$ cat src/rtl/mem_copy_engine_pkg.sv
// Shared definitions for the memory copy engine: FSM state encoding and default sizes.
package mem_copy_engine_pkg;

  localparam int unsigned SDefault = 32;
  localparam int unsigned LDefault = 256;

  typedef enum logic [1:0] {
    StIdle = 2'd0,
    StRd   = 2'd1,
    StWr   = 2'd2,
    StDone = 2'd3
  } state_e;

endpackage

$ cat src/rtl/mem_copy_engine.sv
// Memory copy engine: bus initiator that copies i_len words from i_src to i_dst over a
// single-port word-addressed memory, one word every two cycles (read, then write).
// Optional running checksum of copied words when MEMCOPY_CHECKSUM_EN is defined.
module mem_copy_engine
  import mem_copy_engine_pkg::*;
#(
  parameter int unsigned S  = SDefault,
  parameter int unsigned L  = LDefault,
  localparam int unsigned AW = $clog2(L)
) (
  input  logic          i_clk,
  input  logic          i_rst,
  input  logic          i_start,
  input  logic [AW-1:0] i_src,
  input  logic [AW-1:0] i_dst,
  input  logic [AW:0]   i_len,
  output logic          o_busy,
  output logic          o_done,
  output logic [AW-1:0] o_a,
  output logic [S-1:0]  o_din,
  input  logic [S-1:0]  i_dout,
  output logic          o_mread,
  output logic          o_mwrite
`ifdef MEMCOPY_CHECKSUM_EN
  ,
  output logic [S-1:0]  o_csum
`endif
);

  state_e        r_state;
  logic [AW-1:0] r_sp;
  logic [AW-1:0] r_dp;
  logic [AW:0]   r_cnt;
  logic [S-1:0]  r_data;
  logic [AW-1:0] r_a;
  logic          r_busy;
  logic          r_done;
  logic          r_mread;
  logic          r_mwrite;
`ifdef MEMCOPY_CHECKSUM_EN
  logic [S-1:0]  r_csum;
`endif

  logic [AW-1:0] w_sp_inc;
  logic [AW-1:0] w_dp_inc;

  // Pointer increments wrap at L-1 so non-power-of-two depths also behave modulo L.
  always_comb begin
    w_sp_inc = (r_sp == AW'(L - 1)) ? '0 : r_sp + AW'(1);
    w_dp_inc = (r_dp == AW'(L - 1)) ? '0 : r_dp + AW'(1);
  end

  // Copy FSM; every output is a register loaded for the state being entered.
  always_ff @(posedge i_clk) begin
    if (i_rst) begin
      r_state  <= StIdle;
      r_sp     <= '0;
      r_dp     <= '0;
      r_cnt    <= '0;
      r_data   <= '0;
      r_a      <= '0;
      r_busy   <= 1'b0;
      r_done   <= 1'b0;
      r_mread  <= 1'b0;
      r_mwrite <= 1'b0;
`ifdef MEMCOPY_CHECKSUM_EN
      r_csum   <= '0;
`endif
    end else begin
      unique case (r_state)
        StIdle: begin
          if (i_start) begin
            r_sp   <= i_src;
            r_dp   <= i_dst;
            r_cnt  <= i_len;
            r_busy <= 1'b1;
`ifdef MEMCOPY_CHECKSUM_EN
            r_csum <= '0;
`endif
            if (i_len == '0) begin
              r_state <= StDone;
              r_done  <= 1'b1;
            end else begin
              r_state <= StRd;
              r_a     <= i_src;
              r_mread <= 1'b1;
            end
          end
        end
        StRd: begin
          r_data   <= i_dout;
          r_state  <= StWr;
          r_a      <= r_dp;
          r_mread  <= 1'b0;
          r_mwrite <= 1'b1;
        end
        StWr: begin
          r_sp     <= w_sp_inc;
          r_dp     <= w_dp_inc;
          r_cnt    <= r_cnt - (AW + 1)'(1);
          r_mwrite <= 1'b0;
`ifdef MEMCOPY_CHECKSUM_EN
          r_csum   <= r_csum + r_data;
`endif
          if (r_cnt == (AW + 1)'(1)) begin
            r_state <= StDone;
            r_a     <= '0;
            r_done  <= 1'b1;
          end else begin
            r_state <= StRd;
            r_a     <= w_sp_inc;
            r_mread <= 1'b1;
          end
        end
        StDone: begin
          r_state <= StIdle;
          r_busy  <= 1'b0;
          r_done  <= 1'b0;
        end
        default: r_state <= StIdle;
      endcase
    end
  end

  assign o_busy   = r_busy;
  assign o_done   = r_done;
  assign o_a      = r_a;
  assign o_din    = r_data;
  assign o_mread  = r_mread;
  assign o_mwrite = r_mwrite;
`ifdef MEMCOPY_CHECKSUM_EN
  assign o_csum   = r_csum;
`endif

endmodule
$ cat config.mk
export PLATFORM = sky130hd
export DESIGN_NAME = mem_copy_engine
export DESIGN_NICKNAME = d
export VERILOG_FILES = /design/src/rtl/mem_copy_engine_pkg.sv /design/src/rtl/mem_copy_engine.sv
export SDC_FILE = /design/constraint.sdc
export NUM_CORES = 1
export LEC_CHECK = 0
export ABC_AREA = 1
export CORE_ASPECT_RATIO = 0.9
export CORE_UTILIZATION = 50
export CTS_BUF_LIST = sky130_fd_sc_hd__clkbuf_4 sky130_fd_sc_hd__clkbuf_8 sky130_fd_sc_hd__clkbuf_16
export CTS_CLUSTER_DIAMETER = 80
export DETAILED_ROUTE_END_ITERATION = 12
export GPL_TIMING_DRIVEN = 0
export PLACE_DENSITY = 0.91
export SKIP_LAST_GASP = 1
export SYNTH_ARGS = -nofsm -noshare
export SYNTH_HDL_FRONTEND = slang
export SYNTH_SLANG_ARGS = --single-unit
$ cat constraint.sdc
create_clock -name i_clk -period 3 [get_ports i_clk]
set_input_delay 0.6 -clock i_clk [delete_from_list [all_inputs] [get_ports i_clk]]
set_output_delay 0.6 -clock i_clk [all_outputs]
set_load 0.01 [all_outputs]
Word-level counts from Yosys, hierarchy flattened
Cells that the tools add are included.
{ "totals": {"ff_bits": 71, "input_bits": 60, "output_inout_bits": 44, "wordCells": 63} }
{ "classes": {"add_sub_neg": 3, "eq_ne": 11, "mux": 27, "n_reduce_logical": 12} }
{ "op_table": {"columns": ["operator", "n"], "rows": [
  ["8-bit two-way mux", 7],
  ["8-bit case mux with 2 select lines", 2],
  ["8-bit case mux with 3 select lines", 1],
  ["9-bit case mux with 2 select lines", 1],
  ["8-bit by 1-bit adder with 8-bit output (second input constant)", 2],
  ["8-bit == test (second input constant)", 2],
  ["2-bit != test (second input constant)", 5],
  ["9-bit by 1-bit == test with 1-bit output (second input constant)", 1],
  ["9-bit logical NOT", 1],
  ["9-bit two-way mux", 1],
  ["9-bit by 1-bit subtractor with 9-bit output (second input constant)", 1],
  ["2-bit case mux with 4 select lines", 1],
  ["4-bit AND reduction", 2],
  ["1-bit two-way mux", 7],
  ["2-bit two-way mux", 3],
  ["1-bit case mux with 3 select lines", 2],
  ["2-bit nonzero test", 3],
  ["3-bit nonzero test", 2],
  ["2-bit == test (second input constant)", 2],
  ["1-bit case mux with 2 select lines", 2],
  ["2-bit AND reduction", 2],
  ["3-bit AND reduction", 1],
  ["2-bit by 1-bit == test with 1-bit output (second input constant)", 1],
  ["2-bit logical NOT", 1]
]} }

Logic depth before layout (Yosys ltp)
{ "logic_depth": {"depth_word": 4, "ltp_mapped": 11, "depth_no_buf": 11} }

Worst setup path after synthesis
Ideal clock, no wire load.
{ "synth_path": {"path_type": "input-to-reg", "from": "input i_len[7]", "to": "register r_mread, in the netlist o_mread", "setup_time_ns": 0.118, "t_arrival_ns": 1.446, "t_required_ns": 2.882, "path_slack_ns": 1.436, "path_stages": 7, "path_buffers": 0, "cell_sequence": "or2_2 > nor2_1 > nand3_1 > nand2_1 > nor2_1 > o21ai_0 > nor2_1"} }
{ "synth_via": {"elab_chain_len": 3} }
{ "synth_lines": {"columns": ["element", "line", "rtl"], "rows": [
  ["from (decl)", "mem_copy_engine.sv:16", "input logic [AW:0] i_len,"],
  ["9-bit logical NOT", "mem_copy_engine.sv:80", "if (i_len == '0) begin"],
  ["2-bit != test (no source line)", null, null],
  ["4-bit AND reduction (no source line)", null, null],
  ["to (signal assigned)", "mem_copy_engine.sv:86", "r_mread <= 1'b1;"],
  ["to (signal assigned)", "mem_copy_engine.sv:94", "r_mread <= 1'b0;"],
  ["to (signal assigned)", "mem_copy_engine.sv:112", "r_mread <= 1'b1;"],
  ["to (decl)", "mem_copy_engine.sv:38", "logic r_mread;"]
]} }
No other way between the ends.
A chain may end at the register's enable or synchronous reset.

Worst setup path after layout
{ "layout_path": {"from": "input i_len[7]", "to": "register r_a[1], in the netlist o_a[1]"} }
{ "layout_via": {"elab_chain_len": 3} }
{ "layout_lines": {"columns": ["element", "line", "rtl"], "rows": [
  ["9-bit logical NOT", "mem_copy_engine.sv:80", null],
  ["2-bit != test (no source line)", null, null],
  ["3-bit AND reduction (no source line)", null, null],
  ["to (signal assigned)", "mem_copy_engine.sv:85", "r_a <= i_src;"],
  ["to (signal assigned)", "mem_copy_engine.sv:93", "r_a <= r_dp;"],
  ["to (signal assigned)", "mem_copy_engine.sv:111", "r_a <= w_sp_inc;"],
  ["to (decl)", "mem_copy_engine.sv:35", "logic [AW-1:0] r_a;"]
]} }
No other way between the ends.

==> key figures <==
Outcome
  – Status: finished, final reports clean

Pwr
  – Sw power: 2010 uW
  – Power share of the combinational group: 49.7%
  – Clk pwr share: 17.6%
  – Internal: 2830 uW
  – Leakage power: 0.00204 uW
  – Peak VDD IR: 0.000475 V
  – Switching share of power: 41.5%
  – Power Density: 994 mW/mm^2
  – Reg power frac: 32.6%

STA
  – Final Setup Violations: 0
  – Period utilization: 63.6%
  – Clock skew: 0.00566 ns
  – Fin Setup TNS: 0 ns
  – Final Slew Violations: 0
  – Worst slew pin tran: 0.574 ns
  – Slew HR: 61.7%
  – Unrepaired setup endpoints after global routing: false
  – Min Hold Slack: 0.468 ns
  – Max Freq: 524 MHz
  – Final hold violations: 0
  – Tmin final: 1.91 ns

Clock network
  – Post-CTS Resized: 0
  – CTS sink count: 71
  – Clock transition at the registers of the reported paths: 0.08 ns
  – Root Driver: clkbuf_8
  – CTS tree: yes
  – Post-CTS Setup Repair Bufs: 0
  – Hold-fix buffers at CTS: 0
  – Worst-skew pair later-pin latency: 0.35 ns
  – Max Buffers Root-to-Sink: 2
  – CTS Buf Count: 9
  – CTS HTree Levels: 3

Route
  – Detailed Routing Iterations Pass 1: 5
  – Routed WL: 9.72 mm
  – Final ANT Viol Nets: 0
  – Routed vias/inst: 5.36
  – Vias: 3841
  – DR WL/cell: 13.6 um
  – DRC viols: 0
  – 1st-iter DRT viols: 219

Placement
  – Post-DP HPWL: 7.23 mm
  – Area post-placement: 0.00466 mm^2
  – GPL Wtd Cong: 0.879
  – Port Buffers: 103

Critical path
  – CP peak stage delay: 0.41 ns
  – Reg2Reg Capture Point: r_sp[5]
  – Startpoint types: primary input
  – Most frequent CP cell: nand3_1
  – Reg2Reg Depth: 8
  – Worst Setup EP: o_a[1]
  – CP Data Required Time: 3.22 ns
  – Reg-to-Reg Start: r_state[0]
  – Worst Path Arrival: 2.13 ns
  – CP Max Fanout: 8
  – Setup crit end kind: flop
  – Crit-path slowest cell: clkdlybuf4s50_1
  – Setup crit start: i_len[7]
  – Reg2reg setup slack: 1.12 ns
  – Crit Path Category: in -> reg
  – Crit path cell chain: clkdlybuf4s50_1 > or2_2 > nor2_1 > nand3_1 > nand2_1 > nor2_2 > nand3_1 > a21oi_1

Synthesis
  – Post-synthesis sequential area ratio: 40.5%
  – Yosys warning count: 0
  – Net Count, Synth: 576
  – Distinct cells, synth: 33
  – Async SR Flop Fraction: 0%
  – Top post-synthesis cells by area: dfxtp_1 40%, nand2_1 9.5%, nor2_1 9.5%
  – Seq cells post-synth: 71
  – Post-Syn Area: 0.00351 mm^2
  – Gate Count Post-Synth: 507
  – EDFF count, synth: 0
  – Syn Area/Cell: 6.93 um^2
  – Top cells by count, synth: 89 x nand2_1, 89 x nor2_1, 71 x dfxtp_1
  – Top_reg_cell synth: dfxtp_1
  – Synth area leader: dfxtp_1
  – Share of the synthesized area in the top cell type: 40.5%

Floorplan
  – Core area: 0.00669 mm^2
  – Initial core utilization: 52.5%
  – Die Y: 81.5 um
  – Ports: 104
  – Die area: 0.00736 mm^2
  – Std cell rows: 28
  – Die X: 90.3 um

Finish
  – Nets: 690
  – Fill count: 525
  – Share of layout cells above drive strength 1: 6.39%
  – Diodes inserted: 0
  – Finished Cell Area: 0.00487 mm^2
  – Area added between synthesis and finish: 38.8%

Flow run
  – Max_cap viols: 0

Worst hold path
  – Hold/Removal Path Class: reg -> reg
  – Worst Hold Depth: 2

Global routing
  – Number of global-route vias before repair: 3492
  – Initial antenna violation count: 0
  – GRT Resource Usage Total: 26.9%
  – Total grt overflow: 0
  – Global-route wire length before repair: 15.8 mm
  – Largest net degree at the start of global routing: 14
-- cells in the final DEF (no fill, tap or decap), drive strengths merged --
cell type,count
xor2,5
nor3,4
clkdlybuf4s50,103
nand3b,1
a21oi,52
bufinv,2
clkinv,3
o31ai,1
nand3,23
and3,1
clkinvlp,1
nand4,1
ha,9
o211ai,6
dfxtp,71
a31oi,4
or2,7
clkbuf,27
o21bai,3
nor2,91
o21ai,67
nand2,89
a211oi,4
buf,7
inv,43
o22ai,1
-- logic make-up (layout without fill, tap and decap cells) --
family                   after synthesis  after routing  synth area share (%)
AO/OA/AOI/OAI                        138            138                  21.4
XOR/XNOR                               5              5                  1.25
adder cells (fa/ha/maj)                9              9                  3.21
buffers and inverters                 67            186                  8.19
flip-flops                            71             71                  40.5
AND/OR/NAND/NOR                      217            217                  25.4
-- power groups by stage --
stage | Sequential [uW] | Combinational (uW) | Clock, uW
floorplan | 1660 | 1360 | 0
global placement | 1570 | 2300 | 0
detailed placement | 1590 | 2360 | 0
CTS | 1570 | 2380 | 862
global route | 1630 | 2670 | 915
finish | 1580 | 2410 | 855
-- stage by stage --
stage / setup WS, ns / util [%] / instances / total power (uW)
floorplan: 1.44 / - / 507 / 3020
global placement: 0.796 / 69.6 / 700 / 3880
detailed placement: 0.749 / 69.6 / 700 / 3950
CTS: 1.12 / 72.8 / 716 / 4820
global route: 0.914 / 72.8 / 716 / 5210
finish: 1.09 / 72.8 / 716 / 4840
-- registers in the layout, indices dropped and copies added, names as in the netlist --
signal / cells
o_din: 32
r_cnt: 9
o_a: 8
r_dp: 8
r_sp: 8
r_state: 2
o_busy: 1
o_done: 1
o_mread: 1
o_mwrite: 1
-- layout make-up --
| type | instances | area [um^2] | area share, % |
|---|---|---|---|
| multi-input combinational | 369 | 1800 | 37.0 |
| sequential | 71 | 1420 | 29.2 |
| timing repair buffer | 103 | 1030 | 21.1 |
| clock buffer | 9 | 124 | 2.54 |
| inverter | 42 | 160 | 3.29 |
| clock inverter | 7 | 95.1 | 1.95 |
| buffer | 25 | 128 | 2.62 |
| tap | 90 | 113 | 2.31 |
-- worst min path at each step --
stage               end  startpoint  slack, ns
6_report         o_done      o_done       0.47
5_1_grt          o_done      o_done       0.50
4_1_cts          o_done      o_done       0.47
3_5_place_dp     o_done      o_done       0.45
3_3_place_gp     o_a[1]      o_a[1]       0.46
2_1_floorplan  r_cnt[8]    r_cnt[8]       0.46
-- per-layer routing --
layer	global-route usage (%)	vias to the layer above	share of wire (%)
li1	-	1891	-
met1	34.5	1765	43
met2	44.8	163	48
met3	6.30	22	6.5
met4	9.52	0	1.9
met5	0	-	0
-- worst max-delay path: cells and delay by family --
| kind | cells | cell delay (ns) |
|---|---|---|
| AOI/OAI and AO/OA | 1 | 0.06 |
| and+or+nand+nor | 6 | 1.06 |
| buffers and inverters | 1 | 0.41 |
Note: power is estimated with default switching activity, not from simulation.
